[src/rtl/prach_reshape_xch_if.sv]
// rtl/prach_reshape_xch_if.sv - sample stream, control and status bundle for prach_reshape_xch
interface prach_reshape_xch_if #(
  parameter int WIDTH     = 16,
  parameter int SIZE      = 8,
  parameter int CHN_WIDTH = 8
);
  localparam int IDX_W = $clog2(2 * SIZE);

  logic [WIDTH-1:0]     din_dq1;
  logic [WIDTH-1:0]     din_dq2;
  logic                 din_dv;
  logic [CHN_WIDTH-1:0] din_chn;
  logic                 sync_in;
  logic                 mode;
  logic                 err_clr;

  logic [WIDTH-1:0]     dout_dp1;
  logic [WIDTH-1:0]     dout_dp2;
  logic                 dout_dv;
  logic [CHN_WIDTH-1:0] dout_chn;
  logic [IDX_W-1:0]     dout_idx;
  logic                 sync_out;
  logic [1:0]           err;

  modport master (
    output din_dq1, din_dq2, din_dv, din_chn, sync_in, mode, err_clr,
    input  dout_dp1, dout_dp2, dout_dv, dout_chn, dout_idx, sync_out, err
  );

  modport slave (
    input  din_dq1, din_dq2, din_dv, din_chn, sync_in, mode, err_clr,
    output dout_dp1, dout_dp2, dout_dv, dout_chn, dout_idx, sync_out, err
  );
endinterface

[src/rtl/prach_reshape_xch.sv]
// rtl/prach_reshape_xch.sv - PRACH two-lane block transpose/bypass with fixed SIZE+1 latency; optional error flags under PRACH_RESHAPE_XCH_ERR_EN
module prach_reshape_xch #(
  parameter int WIDTH     = 16,
  parameter int SIZE      = 8,
  parameter int CHN_WIDTH = 8
) (
  input  logic                 clk,
  input  logic                 rst,
  prach_reshape_xch_if.slave   bus
);
  localparam int IDX_W = $clog2(2 * SIZE);
  localparam logic [IDX_W-1:0] LAST_BEAT = IDX_W'(2 * SIZE - 1);

  typedef enum logic {S_IDLE, S_ACTIVE} state_t;

  state_t               state_q, state_d;
  logic [IDX_W-1:0]     cnt_q, cnt_d;
  logic                 mode_q, mode_d;
  logic [CHN_WIDTH-1:0] chn_q, chn_d;

  logic                 start;
  logic                 cur_act;
  logic [IDX_W-1:0]     cur_beat;
  logic                 cur_mode;
  logic [CHN_WIDTH-1:0] cur_chn;

  // Control info travels SIZE stages alongside the data, then into the output register.
  logic                 pv_q [SIZE];
  logic                 ps_q [SIZE];
  logic                 pa_q [SIZE];
  logic [IDX_W-1:0]     pb_q [SIZE];
  logic                 pm_q [SIZE];
  logic [CHN_WIDTH-1:0] pc_q [SIZE];

  // Sample history: lane 1 needs SIZE beats back, lane 2 needs 2*SIZE beats back.
  logic [WIDTH-1:0]     l1_sr_q [SIZE];
  logic [WIDTH-1:0]     l2_sr_q [2*SIZE];

  logic [WIDTH-1:0]     dp1_d, dp1_q, dp2_d, dp2_q;
  logic                 dv_d, dv_q, sync_d, sync_q;
  logic [IDX_W-1:0]     idx_d, idx_q;
  logic [CHN_WIDTH-1:0] ochn_d, ochn_q;

  logic                 o_mode;
  logic [IDX_W-1:0]     o_beat;

  // Block tracker: beat 0 comes from sync_in or the first valid while idle; mode/tag latch there.
  always_comb begin
    start    = bus.sync_in | (bus.din_dv & (state_q == S_IDLE));
    cur_act  = start | (state_q == S_ACTIVE);
    cur_beat = start ? '0 : cnt_q;
    cur_mode = start ? bus.mode : mode_q;
    cur_chn  = start ? bus.din_chn : chn_q;
    state_d  = state_q;
    cnt_d    = cnt_q;
    mode_d   = cur_mode;
    chn_d    = cur_chn;
    if (cur_act) begin
      if (cur_beat == LAST_BEAT) begin
        state_d = S_IDLE;
        cnt_d   = '0;
      end else begin
        state_d = S_ACTIVE;
        cnt_d   = cur_beat + IDX_W'(1);
      end
    end
  end

  // Tracker state registers.
  always_ff @(posedge clk or posedge rst) begin
    if (rst) begin
      state_q <= S_IDLE;
      cnt_q   <= '0;
      mode_q  <= 1'b0;
      chn_q   <= '0;
    end else begin
      state_q <= state_d;
      cnt_q   <= cnt_d;
      mode_q  <= mode_d;
      chn_q   <= chn_d;
    end
  end

  // Control delay line; cleared on reset so an aborted block leaves no valids behind.
  always_ff @(posedge clk or posedge rst) begin
    if (rst) begin
      for (int k = 0; k < SIZE; k++) begin
        pv_q[k] <= 1'b0;
        ps_q[k] <= 1'b0;
        pa_q[k] <= 1'b0;
        pb_q[k] <= '0;
        pm_q[k] <= 1'b0;
        pc_q[k] <= '0;
      end
    end else begin
      pv_q[0] <= bus.din_dv;
      ps_q[0] <= bus.sync_in;
      pa_q[0] <= cur_act;
      pb_q[0] <= cur_beat;
      pm_q[0] <= cur_mode;
      pc_q[0] <= cur_chn;
      for (int k = 1; k < SIZE; k++) begin
        pv_q[k] <= pv_q[k-1];
        ps_q[k] <= ps_q[k-1];
        pa_q[k] <= pa_q[k-1];
        pb_q[k] <= pb_q[k-1];
        pm_q[k] <= pm_q[k-1];
        pc_q[k] <= pc_q[k-1];
      end
    end
  end

  // Sample history shift registers; contents are don't-care until valid data has passed through.
  always_ff @(posedge clk) begin
    l1_sr_q[0] <= bus.din_dq1;
    l2_sr_q[0] <= bus.din_dq2;
    for (int k = 1; k < SIZE; k++) begin
      l1_sr_q[k] <= l1_sr_q[k-1];
    end
    for (int k = 1; k < 2 * SIZE; k++) begin
      l2_sr_q[k] <= l2_sr_q[k-1];
    end
  end

  // Output select: first half pairs A[j] with C[j] (C is arriving now), second half B with D.
  always_comb begin
    o_mode = pm_q[SIZE-1];
    o_beat = pb_q[SIZE-1];
    dp1_d  = l1_sr_q[SIZE-1];
    dp2_d  = l2_sr_q[SIZE-1];
    if (!o_mode) begin
      if (!o_beat[IDX_W-1]) begin
        dp1_d = l1_sr_q[SIZE-1];
        dp2_d = bus.din_dq1;
      end else begin
        dp1_d = l2_sr_q[2*SIZE-1];
        dp2_d = l2_sr_q[SIZE-1];
      end
    end
    dv_d   = pv_q[SIZE-1];
    sync_d = ps_q[SIZE-1];
    idx_d  = pv_q[SIZE-1] ? o_beat : '0;
    ochn_d = pa_q[SIZE-1] ? pc_q[SIZE-1] : ochn_q;
  end

  // Output register stage.
  always_ff @(posedge clk or posedge rst) begin
    if (rst) begin
      dp1_q  <= '0;
      dp2_q  <= '0;
      dv_q   <= 1'b0;
      sync_q <= 1'b0;
      idx_q  <= '0;
      ochn_q <= '0;
    end else begin
      dp1_q  <= dp1_d;
      dp2_q  <= dp2_d;
      dv_q   <= dv_d;
      sync_q <= sync_d;
      idx_q  <= idx_d;
      ochn_q <= ochn_d;
    end
  end

  assign bus.dout_dp1 = dp1_q;
  assign bus.dout_dp2 = dp2_q;
  assign bus.dout_dv  = dv_q;
  assign bus.sync_out = sync_q;
  assign bus.dout_idx = idx_q;
  assign bus.dout_chn = ochn_q;

`ifdef PRACH_RESHAPE_XCH_ERR_EN
  logic [1:0] err_d, err_q;

  // Sticky flags: bit0 missing valid mid-block, bit1 sync mid-block; a set beats a clear.
  always_comb begin
    err_d = bus.err_clr ? 2'b00 : err_q;
    if ((state_q == S_ACTIVE) && !bus.sync_in && !bus.din_dv) begin
      err_d[0] = 1'b1;
    end
    if ((state_q == S_ACTIVE) && bus.sync_in) begin
      err_d[1] = 1'b1;
    end
  end

  // Error flag register.
  always_ff @(posedge clk or posedge rst) begin
    if (rst) begin
      err_q <= 2'b00;
    end else begin
      err_q <= err_d;
    end
  end

  assign bus.err = err_q;
`else
  logic unused_err_clr;
  assign unused_err_clr = bus.err_clr;
  assign bus.err = 2'b00;
`endif

endmodule

[src/flat_wrapper.sv]
// flat-port wrapper written by rule: the top's interface ports become plain ports
module prach_reshape_xch_flat 
#(
  parameter int WIDTH     = 16,
  parameter int SIZE      = 8,
  parameter int CHN_WIDTH = 8
)
  (clk, rst, bus_din_dq1, bus_din_dq2, bus_din_dv, bus_din_chn, bus_sync_in, bus_mode, bus_err_clr, bus_dout_dp1, bus_dout_dp2, bus_dout_dv, bus_dout_chn, bus_dout_idx, bus_sync_out, bus_err);
  prach_reshape_xch_if #(.WIDTH(WIDTH), .SIZE(SIZE), .CHN_WIDTH(CHN_WIDTH)) bus_i ();
  input  logic clk;
  input  logic rst;
  input wire logic [$bits(bus_i.din_dq1)-1:0] bus_din_dq1;
  input wire logic [$bits(bus_i.din_dq2)-1:0] bus_din_dq2;
  input wire logic [$bits(bus_i.din_dv)-1:0] bus_din_dv;
  input wire logic [$bits(bus_i.din_chn)-1:0] bus_din_chn;
  input wire logic [$bits(bus_i.sync_in)-1:0] bus_sync_in;
  input wire logic [$bits(bus_i.mode)-1:0] bus_mode;
  input wire logic [$bits(bus_i.err_clr)-1:0] bus_err_clr;
  output wire logic [$bits(bus_i.dout_dp1)-1:0] bus_dout_dp1;
  output wire logic [$bits(bus_i.dout_dp2)-1:0] bus_dout_dp2;
  output wire logic [$bits(bus_i.dout_dv)-1:0] bus_dout_dv;
  output wire logic [$bits(bus_i.dout_chn)-1:0] bus_dout_chn;
  output wire logic [$bits(bus_i.dout_idx)-1:0] bus_dout_idx;
  output wire logic [$bits(bus_i.sync_out)-1:0] bus_sync_out;
  output wire logic [$bits(bus_i.err)-1:0] bus_err;
  assign bus_i.din_dq1 = bus_din_dq1;
  assign bus_i.din_dq2 = bus_din_dq2;
  assign bus_i.din_dv = bus_din_dv;
  assign bus_i.din_chn = bus_din_chn;
  assign bus_i.sync_in = bus_sync_in;
  assign bus_i.mode = bus_mode;
  assign bus_i.err_clr = bus_err_clr;
  assign bus_dout_dp1 = bus_i.dout_dp1;
  assign bus_dout_dp2 = bus_i.dout_dp2;
  assign bus_dout_dv = bus_i.dout_dv;
  assign bus_dout_chn = bus_i.dout_chn;
  assign bus_dout_idx = bus_i.dout_idx;
  assign bus_sync_out = bus_i.sync_out;
  assign bus_err = bus_i.err;
  prach_reshape_xch #(.WIDTH(WIDTH), .SIZE(SIZE), .CHN_WIDTH(CHN_WIDTH)) u_core (.clk(clk), .rst(rst), .bus(bus_i));
endmodule
[config.mk]
export PLATFORM = sky130hd
export DESIGN_NAME = prach_reshape_xch_flat
export DESIGN_NICKNAME = d
export VERILOG_FILES = /design/src/rtl/prach_reshape_xch_if.sv /design/src/rtl/prach_reshape_xch.sv /design/src/flat_wrapper.sv
export SDC_FILE = /design/constraint.sdc
export NUM_CORES = 1
export LEC_CHECK = 0
export CAP_MARGIN = 20
export CORE_UTILIZATION = 50
export DETAILED_ROUTE_END_ITERATION = 8
export PLACE_DENSITY = 0.72
export SYNTH_ARGS = -nofsm -noshare
export SYNTH_HDL_FRONTEND = slang
export SYNTH_SLANG_ARGS = --single-unit
[constraint.sdc]
create_clock -name clk -period 5.8 [get_ports clk]
set_clock_uncertainty 0.1 [all_clocks]
set_input_delay 1.16 -clock clk [delete_from_list [all_inputs] [get_ports clk]]
set_output_delay 1.16 -clock clk [all_outputs]
set_load 0.05 [all_outputs]
==> metrics <==
number of standard cells after synthesis=650; #FFs+latches synth=563; placed wire-length estimate after detailed placement=9220 um; Total Nets Final=roughly 830; Critical Path, Cell by Cell=clkdlybuf4s50_1; reg-to-reg startpoint=u_core.state_q; startpoint kind of the worst setup timing path=flop; Tightest Pin Transition=926 ps; Worst slew margin=0.382; slowest library cell on the worst path=sky130_fd_sc_hd__clkdlybuf4s50_1; fraction of power consumed by sequential logic=0.546; total wire length=16600 um; post-route ant nets=0; final hold viol count=0; width of the die=163 um; initial antenna violation count=3; floorplan die area=about 27000 um2; area of the core=25300 um2; total cell area at the placement stage=14300 um2; final total power=7.70 mW; number of clock sinks=about 560; number of inserted filler cells in the final layout=approximately 1700; Critical Setup Path Class=flop to primary output; leading area contributor after synthesis=sky130_fd_sc_hd__dfxtp_1; number of instances resized during post-cts repair=0; die height=163 um; grt ovf=0; WP data arrival=between 1500 and 2000 ps; Post-synth EDFFs=0; residual DRC count=0; clock share of power=0.419; source-to-sink clock delay at the later pin of the worst-skew pair=around 540 ps; net switching fraction of the power=0.203; vias in the first global route=5125; number of buffers inserted by hold repair at cts=0; P&R area growth vs syn=22.7%; Comb pwr share=0.035; Crit path max-delay family=buffers and inverters; most instantiated flip-flop cell in the synthesis netlist=sky130_fd_sc_hd__dfxtp_1; Critical Path Max Stage Delay=820 ps; maximum root-to-sink buffer count=3; number of ports placed on the die boundary=94; count of non-filler cells in the finished layout=1152; WL per Instance=around 14 um; number of core rows=58; setup slack at placement=around 2400 ps; number of buffers and inverters on the critical path=1; max_cap viols=0; clock-pin transition on the worst setup and hold timing paths=60 ps; sequential-to-total area share from yosys stat=0.936; final weighted congestion in routability-driven placement=around 0.76; largest fanout of any net on the critical path=1; most common library cells after synthesis=384 x sky130_fd_sc_hd__dfxtp_1, 179 x sky130_fd_sc_hd__dfrtp_1, 47 x sky130_fd_sc_hd__mux2_2; hold path startpoint=u_core.l1_sr_q[0][24]; run status=finished clean; required time at the worst-slack endpoint=4540 ps; Max Fclk=approximately 330 MHz; starting density of the core=0.513; Power Internal=6.13 mW; vias after detailed routing=4768; largest net degree at the start of global routing=180; part of the cycle the worst path needs=0.517; initial DRC count=approximately 200; switching power of the nets=1.56 mW; GRT Total Usage=0.129; number of buffers added on ports=90; proportion of netlist area held by the largest area contributor=0.591; crit path capture type=primary output; RSZ-0062 raised after global routing=no; count of distinct cell types in the synthesized netlist=28; Final Cell Area=16000 um2; worst IR drop on VDD=250 uV; TritonRoute pass-1 iters=4; async set or reset register ratio after synthesis=0.318; number of warnings printed during yosys synthesis=0; most area-consuming cells after synthesis=sky130_fd_sc_hd__dfxtp_1 59%, sky130_fd_sc_hd__dfrtp_1 34%, sky130_fd_sc_hd__mux2_2 4.1%; Synth Cell Area=13000 um2; worst min-delay path class=flop to flop; Post-CTS Setup Inserts=0; average cell area after synthesis=roughly 20 um2; share of layout cells above drive strength 1=0.166; Final Worst Setup Slack=2800 ps; global-route wire length before repair=26300 um; leading cell type by number of instances after synthesis=sky130_fd_sc_hd__dfxtp_1; Final Max Tran Viols=0; final setup violating endpoints=0; Via density=4.14; total power per unit cell area=483 nW/um2; Inserted Clock Buffers=48; final worst path period need=3000 ps; final-layout setup total negative slack=0 ps; TritonCTS clock tree=yes; launch point of the critical path=u_core.bus.dout_dp2[13]; static leakage power=around 6.9 nW; H-tree Lvls=2; Placed Cells incl. Taps=roughly 1100; clock root buffer=sky130_fd_sc_hd__clkbuf_16
## state kept, by name, summed over array words and instances (netlist names), 4 cells and up
register	count
u_core.l2_sr_q	256
u_core.l1_sr_q	128
u_core.pc_q	56
u_core.pb_q	28
u_core.bus.dout_dp1	16
u_core.bus.dout_dp2	16
u_core.bus.dout_chn	8
u_core.chn_q	8
u_core.pa_q	8
u_core.ps_q	7
u_core.pv_q	7
u_core.pm_q	6
u_core.bus.dout_idx	4
u_core.cnt_q	4
u_core.o_beat	4
## area by class of cell
class                           instances  area [um2]  area share
Sequential cell                       563       12200       0.763
Clock buffer                           65        1380      0.0863
Timing Repair Buffer                   91         921      0.0577
Multi-Input combinational cell         78         776      0.0486
Tap cell                              330         413      0.0259
Clock inverter                         20         279      0.0175
Inverter                                3        15.0    0.000941
Antenna cell                            2        5.00    0.000314
## final timing paths
check	depth (start not counted)	to	slack, ps
worst max-delay path	1	bus_dout_dp2[13]	2800
max in group asynchronous	3	u_core.bus.dout_dp2[15]	3800
min in group asynchronous	3	u_core.bus.dout_dp1[2]	1110
worst min register to register	0	u_core.l1_sr_q[0][40]	220
worst min-delay path	0	u_core.l1_sr_q[0][40]	220
worst max register to register	7	u_core.cnt_q[3]	3520
## power by group through the flow
| stage | clock [mW] | combinational (mW) | sequential (mW) |
|---|---|---|---|
| global placement | 0 | 0.266 | 4.26 |
| CTS | 3.32 | 0.276 | 4.21 |
| floorplan | 0 | 0.0747 | 4.35 |
| global route | 3.48 | 0.285 | 4.22 |
| detailed placement | 0 | 0.274 | 4.28 |
| finish | 3.23 | 0.272 | 4.20 |
## cell families after synthesis
group                      after synthesis  share of synthesized area
buffers and inverters                   10                    0.00529
DFF                                    563                      0.936
adders and majority gates                1                   0.000962
other                                    1                   0.000288
muxes                                   50                     0.0442
xor gates and xnor gates                 1                   0.000674
AOI/OAI and AO/OA                        6                    0.00443
and+or+nand+nor                         18                    0.00866
## layout by cell type (no fill, tap or decap), drive strengths merged
| cell type | instances |
|---|---|
| conb | 2 |
| xnor2 | 1 |
| nor2b | 2 |
| or3 | 1 |
| clkinv | 10 |
| a31o | 1 |
| clkbuf | 65 |
| inv | 4 |
| dfxtp | 384 |
| a21o | 1 |
| and3 | 1 |
| diode | 2 |
| bufinv | 5 |
| and4b | 1 |
| o211a | 1 |
| ha | 1 |
| a21oi | 1 |
| mux2 | 50 |
| a32o | 1 |
| and2 | 8 |
| clkinvlp | 4 |
| o21ai | 1 |
| nand3 | 1 |
| dfrtp | 179 |
| nand2 | 3 |
| clkdlybuf4s50 | 90 |
| nor2 | 1 |
| buf | 1 |
## per-stage QoR
step	utilization	hold slack (ps)
2_1_floorplan	-	210
3_3_place_gp	0.564	210
3_5_place_dp	0.564	212
4_1_cts	0.630	214
5_1_grt	0.630	215
6_report	0.630	218
## layer usage
metal	routed length, um	track usage	vias up
li1	-	-	2334
met1	6240	0.137	2278
met2	9110	0.236	112
met3	794	0.0328	42
met4	479	0.0641	2
met5	12	0	-
(Power assumes the default switching activity.)
